===== src/rtl/dmem_arbiter_pkg.sv =====
// Shared definitions for the data-memory arbiter: default widths, FSM
// encoding and grant-vector codes used by the top and the round-robin picker.
package dmem_arbiter_pkg;

  localparam int DMEM_ADDR_W = 16;
  localparam int DMEM_DATA_W = 16;

  typedef enum logic [1:0] {
    IDLE = 2'd0,
    OWN0 = 2'd1,
    OWN1 = 2'd2
  } arb_state_e;

  localparam logic [1:0] GNT_NONE = 2'b00;
  localparam logic [1:0] GNT_0    = 2'b01;
  localparam logic [1:0] GNT_1    = 2'b10;

  // Maps a one-hot grant vector onto the ownership state it selects.
  function automatic arb_state_e grant_to_state(input logic [1:0] gnt);
    arb_state_e st;
    case (gnt)
      GNT_0:   st = OWN0;
      GNT_1:   st = OWN1;
      default: st = IDLE;
    endcase
    return st;
  endfunction

endpackage


===== src/rtl/dmem_arbiter_rr_pick2.sv =====
// Combinational two-way round-robin picker: a lone requester always wins,
// a tie goes to the requester that did not own the memory last.
module rr_pick2
  import dmem_arbiter_pkg::*;
(
  input  logic       req_0,
  input  logic       req_1,
  input  logic       last_owner,
  output logic [1:0] grant
);

  // Resolve the grant from the request pair and the previous owner
  always_comb begin
    grant = GNT_NONE;
    if (req_0 && req_1) begin
      grant = last_owner ? GNT_0 : GNT_1;
    end else if (req_0) begin
      grant = GNT_0;
    end else if (req_1) begin
      grant = GNT_1;
    end else begin
      grant = GNT_NONE;
    end
  end

endmodule


===== src/rtl/dmem_arbiter.sv =====
// Two-port round-robin arbiter in front of a single data-memory port.
// Optional atomic ownership hold via lock_x is enabled by DMEM_ARB_LOCK_EN.
module dmem_arbiter
  import dmem_arbiter_pkg::*;
#(
  parameter int ADDR_W = DMEM_ADDR_W,
  parameter int DATA_W = DMEM_DATA_W
) (
  input  logic              clk,
  input  logic              rst,
  input  logic              req_0,
  input  logic              req_1,
  input  logic              we_0,
  input  logic              we_1,
  input  logic [ADDR_W-1:0] addr_0,
  input  logic [ADDR_W-1:0] addr_1,
  input  logic [DATA_W-1:0] wdata_0,
  input  logic [DATA_W-1:0] wdata_1,
  input  logic              lock_0,
  input  logic              lock_1,
  output logic              ack_0,
  output logic              ack_1,
  output logic [DATA_W-1:0] rdata_0,
  output logic [DATA_W-1:0] rdata_1,
  output logic              rvalid_0,
  output logic              rvalid_1,
  output logic [ADDR_W-1:0] mem_access_addr,
  output logic [DATA_W-1:0] mem_write_data,
  output logic              mem_write_en,
  output logic              mem_read,
  input  logic [DATA_W-1:0] mem_read_data
);

  arb_state_e        state_q, state_d;
  logic              last_owner_q, last_owner_d;
  logic [DATA_W-1:0] rdata_0_q, rdata_0_d;
  logic [DATA_W-1:0] rdata_1_q, rdata_1_d;
  logic              rvalid_0_q, rvalid_0_d;
  logic              rvalid_1_q, rvalid_1_d;

  logic              acc_0_s;
  logic              acc_1_s;
  logic              hold_0_s;
  logic              hold_1_s;
  logic [1:0]        grant_s;

  assign acc_0_s = (state_q == OWN0) && req_0;
  assign acc_1_s = (state_q == OWN1) && req_1;

`ifdef DMEM_ARB_LOCK_EN
  assign hold_0_s = acc_0_s && lock_0;
  assign hold_1_s = acc_1_s && lock_1;
`else
  logic unused_lock_s;
  assign unused_lock_s = lock_0 | lock_1;
  assign hold_0_s      = 1'b0;
  assign hold_1_s      = 1'b0;
`endif

  // Memory port and acks follow the current owner's live request lines
  always_comb begin
    mem_access_addr = {ADDR_W{1'b0}};
    mem_write_data  = {DATA_W{1'b0}};
    mem_write_en    = 1'b0;
    mem_read        = 1'b0;
    ack_0           = 1'b0;
    ack_1           = 1'b0;
    case (state_q)
      OWN0: begin
        mem_access_addr = addr_0;
        mem_write_data  = wdata_0;
        mem_write_en    = req_0 & we_0;
        mem_read        = req_0 & ~we_0;
        ack_0           = req_0;
      end
      OWN1: begin
        mem_access_addr = addr_1;
        mem_write_data  = wdata_1;
        mem_write_en    = req_1 & we_1;
        mem_read        = req_1 & ~we_1;
        ack_1           = req_1;
      end
      default: begin
        mem_access_addr = {ADDR_W{1'b0}};
      end
    endcase
  end

  // A completed access makes its requester the most recent owner
  always_comb begin
    last_owner_d = last_owner_q;
    if (acc_0_s) begin
      last_owner_d = 1'b0;
    end else if (acc_1_s) begin
      last_owner_d = 1'b1;
    end else begin
      last_owner_d = last_owner_q;
    end
  end

  // Feeding the updated owner gives both the idle and the hand-over rules
  rr_pick2 u_pick (
    .req_0      (req_0),
    .req_1      (req_1),
    .last_owner (last_owner_d),
    .grant      (grant_s)
  );

  // Next owner: a locked access keeps the port, otherwise round-robin
  always_comb begin
    state_d = IDLE;
    if (hold_0_s) begin
      state_d = OWN0;
    end else if (hold_1_s) begin
      state_d = OWN1;
    end else begin
      state_d = grant_to_state(grant_s);
    end
  end

  // Read-return path: capture the memory word on the edge the read completes
  always_comb begin
    rvalid_0_d = acc_0_s & ~we_0;
    rvalid_1_d = acc_1_s & ~we_1;
    rdata_0_d  = rdata_0_q;
    rdata_1_d  = rdata_1_q;
    if (rvalid_0_d) begin
      rdata_0_d = mem_read_data;
    end else begin
      rdata_0_d = rdata_0_q;
    end
    if (rvalid_1_d) begin
      rdata_1_d = mem_read_data;
    end else begin
      rdata_1_d = rdata_1_q;
    end
  end

  // Arbiter FSM and its registered outputs
  always_ff @(posedge clk or posedge rst) begin
    if (rst) begin
      state_q      <= IDLE;
      last_owner_q <= 1'b1;
      rdata_0_q    <= {DATA_W{1'b0}};
      rdata_1_q    <= {DATA_W{1'b0}};
      rvalid_0_q   <= 1'b0;
      rvalid_1_q   <= 1'b0;
    end else begin
      state_q      <= state_d;
      last_owner_q <= last_owner_d;
      rdata_0_q    <= rdata_0_d;
      rdata_1_q    <= rdata_1_d;
      rvalid_0_q   <= rvalid_0_d;
      rvalid_1_q   <= rvalid_1_d;
    end
  end

  assign rdata_0  = rdata_0_q;
  assign rdata_1  = rdata_1_q;
  assign rvalid_0 = rvalid_0_q;
  assign rvalid_1 = rvalid_1_q;

endmodule


===== config.mk =====
export PLATFORM = sky130hd
export DESIGN_NAME = dmem_arbiter
export DESIGN_NICKNAME = d
export VERILOG_FILES = /design/src/rtl/dmem_arbiter_pkg.sv /design/src/rtl/dmem_arbiter_rr_pick2.sv /design/src/rtl/dmem_arbiter.sv
export SDC_FILE = /design/constraint.sdc
export NUM_CORES = 1
export LEC_CHECK = 0
export ABC_AREA = 1
export CORE_ASPECT_RATIO = 1.75
export CORE_MARGIN = 10
export CORE_UTILIZATION = 37
export CTS_BUF_LIST = sky130_fd_sc_hd__clkbuf_8
export DETAILED_ROUTE_END_ITERATION = 8
export GPL_ROUTABILITY_DRIVEN = 0
export MAX_ROUTING_LAYER = met4
export PLACE_DENSITY = 0.95
export SLEW_MARGIN = 15
export SYNTH_ARGS = -nofsm -noshare
export SYNTH_HDL_FRONTEND = slang
export SYNTH_SLANG_ARGS = --single-unit

===== constraint.sdc =====
create_clock -name clk -period 4.63 [get_ports clk]
set_clock_uncertainty 0.2 [all_clocks]
set_input_delay 1.1575 -clock clk [delete_from_list [all_inputs] [get_ports clk]]
set_output_delay 1.1575 -clock clk [all_outputs]
set_load 0.02 [all_outputs]

==> parameters.txt <==
Parameter                              Value

Logic synthesis
  Post-Syn Instances ... 259
  Count of different cell masters after synthesis ... 16
  Syn Std Cell Area ... 0.002067 mm^2
  Yosys synthesis warning count ... 0
  Sequential area share after synthesis ... 44.85%
  Biggest area consumer among synthesized cells ... sky130_fd_sc_hd__dfrtp_1
  Register bit count reported by yosys ... 37
  Yosys top cell area share ... a little over two fifths
  Ranking of synthesized cells by area ... sky130_fd_sc_hd__dfrtp_1 (44%), sky130_fd_sc_hd__nand2_1 (19%), sky130_fd_sc_hd__o21ai_2 (12%)
  Synthesized area divided by synthesized cell count ... 7.981 um^2
  Net count of the mapped netlist ... about 350

Global route
  Gr usage total ... 17.23%
  Largest net degree at the start of global routing ... 38
  Vias in the first global route ... 2311
  Initial antenna violation count ... 0
  Global route overflow ... 0
  First-pass GRT wire length ... about 12000 um

Critical path
  Data arrival, critical path ... 2710 ps
  Worst Reg2Reg Path Length in Cells ... 7
  Worst EP required ... 3270 ps
  Worst r2r src ... state_q[0]
  Largest stage delay on the critical path ... 660 ps
  Most prevalent standard cell on the critical path ... sky130_fd_sc_hd__clkdlybuf4s50_1
  Worst flop-to-flop path endpoint ... rdata_0[4]
  WS Path Type ... input port to output port
  Dominant delay contributor by cell family on the critical path ... buffers and inverters
  Critical-path cell list ... clkdlybuf4s50_1 > nand2_2 > inv_4 > nand2_1 > a21oi_1 > clkdlybuf4s50_1
  Buffer and inverter count on the worst path ... 3
  Critical-path top delay cell ... sky130_fd_sc_hd__clkdlybuf4s50_1
  Max FO, Critical Path ... 4
  Flop2flop setup slack ... 2950 ps
  Element type at the critical path end ... output port
  Launching element type of the critical path ... input port

Clock network
  Clock-pin slew on the worst setup and hold paths ... 70 ps
  TritonCTS clock tree ... done
  Clock latency of the later-clocked register in the worst-skew pair ... between 200 and 300 ps
  CTS Buffer Depth ... 2
  Resize count post-CTS ... 0
  Root Driver ... sky130_fd_sc_hd__clkbuf_8
  TritonCTS Sinks ... 37
  Inserted Clock Buffers ... 5
  CTS Hold Bufs ... 0
  Level count of the clock H-tree ... 2
  Postcts setup bufs ... 0

Detailed routing
  Routed via count ... 2275
  Drt first-iter violations ... 81
  Remaining antenna violation count after routing ... 0
  DR WL/cell ... approximately 16 um
  Number of remaining DRC errors ... 0
  Detailed-routing iteration count for the pre-antenna-repair pass ... 4
  Final wirelength ... about 7800 um
  Avg Vias per Cell ... 4.691

Flow run
  Number of violations of the max-capacitance limit ... 0

Die
  Die width ... 76.50 um
  DIE AREA ... 0.009094 mm^2
  Vert. Die Dim ... 118.9 um
  Initial core utilization ... between 30% and 40%
  Row count ... 36
  Top Ports ... 158
  Core area ... 0.005495 mm^2

Place
  Post-place instance area ... 0.003617 mm^2
  Port-buffer cells ... roughly 160
  Detailed Place HPWL ... 6448 um

STA
  Worst slew margin ... 30.43%
  Min cycle time layout ... 4064 ps
  Setup violators final ... 0
  Final slew viol count ... 0
  FMAX ... 0.2461 GHz
  Setup TNS ... 0 ps
  Least-Margin Pin Slew ... roughly 1000 ps
  Share of the cycle needed by the critical path after routing ... between 80% and 90%
  RSZ-0062 raised after global routing ... no
  Final count of hold timing violations ... 0

Run status
  Outcome ... finished, final reports clean

Layout
  Area Growth Syn to Fin ... 80.63%
  Total Nets Final ... 498
  Total non-filler cell area in the finished layout ... 0.003734 mm^2
  Antenna diode instance count ... 0
  Share of final-layout standard cells stronger than drive strength 1 ... 11.74%

Power
  Static leakage ... 1.648 nW
  Worst ir drop on vdd ... 0.0004222 V
  Pwr Density ... slightly below 500 mW/mm^2

Hold path
  Terminating pin of the worst hold path ... rdata_0[9]
  Hold Crit Depth ... 2
  Hold Path Class ... flop to flop
  Worst Min Path Start ... rdata_0[9]
-- synth_stat cells, drive strengths merged --
master and instances:
inv 28, ha 2, dfstp 1, nand2 107, clkbuf 2, a21oi 35
buf 16, dfrtp 36, o21ai 32
-- flip-flops by register name (all words and copies together) (netlist names) --
signal	flops
rdata_0	16
rdata_1	16
state_q	2
last_owner_q	1
rvalid_0	1
rvalid_1	1
-- area by class of cell --
type / instances / area, um^2
multi-input cells: 176 / 895.9
clock buffers: 6 / 82.58
fillers: 425 / 1762
repair buffers: 160 / 1589
flip-flops and latches: 37 / 927.1
well taps: 76 / 95.09
inverters: 28 / 110.1
clock inverters: 2 / 33.78
-- worst reg2reg max path, stage by stage, from the launching register on --
cell and delay [ps]:
sky130_fd_sc_hd__dfrtp_1 380, sky130_fd_sc_hd__ha_1 240, sky130_fd_sc_hd__nand2_4 90, sky130_fd_sc_hd__inv_4 40
sky130_fd_sc_hd__nand2_4 50, sky130_fd_sc_hd__buf_4 380, sky130_fd_sc_hd__nand2_1 150, sky130_fd_sc_hd__o21ai_2 90
-- power by group --
part	internal [mW]	total, mW	switching (mW)
combinational	0.479	1.02	0.544
clock	0.173	0.281	0.107
sequential	0.455	0.526	0.0709
total	1.11	1.83	0.723
-- layout by cell type (no fill, tap or decap) --
cell,instances
sky130_fd_sc_hd__clkdlybuf4s50_1,155
sky130_fd_sc_hd__nand2_1,103
sky130_fd_sc_hd__dfrtp_1,36
sky130_fd_sc_hd__a21oi_1,34
sky130_fd_sc_hd__o21ai_2,28
sky130_fd_sc_hd__inv_1,27
sky130_fd_sc_hd__clkbuf_8,6
sky130_fd_sc_hd__buf_4,5
sky130_fd_sc_hd__o21ai_1,4
sky130_fd_sc_hd__nand2_4,3
sky130_fd_sc_hd__inv_4,2
sky130_fd_sc_hd__ha_1,2
sky130_fd_sc_hd__nand2_2,1
sky130_fd_sc_hd__a21oi_2,1
sky130_fd_sc_hd__bufinv_16,1
sky130_fd_sc_hd__dfstp_2,1
-- how the worst max path moves through the flow --
stage,from,slack (ps),to,cells past startpoint
finish,req_1,570,mem_write_en,6
global route,req_1,480,mem_write_en,6
CTS,req_1,550,mem_write_en,6
detailed placement,req_1,570,mem_write_en,6
global placement,req_1,560,mem_write_en,6
floorplan,req_1,1490,mem_read,5
-- metal layers --
layer  track usage [%]  wire length, um
met5                 -                0
met4             5.607              161
met3             5.271              670
met2             28.31             3841
met1             19.53             3171
-- cells by family after synthesis --
| kind of cell | count (synthesis) | share of synthesized area [%] |
|---|---|---|
| AND/OR/NAND/NOR | 107 | 20.64 |
| AO/OA/AOI/OAI | 67 | 21.49 |
| buffers and inverters | 46 | 11.80 |
| flip-flops | 37 | 44.85 |
| adder cells (fa/ha/maj) | 2 | 1.210 |
-- stage by stage --
step / cells / utilization [%] / setup WS (ps) / power, mW / hold WS (ps)
2_1_floorplan: 259 / - / 1488 / 1.058 / 336.7
3_3_place_gp: 477 / 65.82 / 559.1 / 1.537 / 265.3
3_5_place_dp: 477 / 65.82 / 565.3 / 1.562 / 267.3
4_1_cts: 485 / 67.94 / 549.7 / 1.854 / 284.6
5_1_grt: 485 / 67.94 / 482.4 / 1.942 / 303.4
6_report: 485 / 67.94 / 565.9 / 1.830 / 280.3
Power figures use the tool's default switching activity.
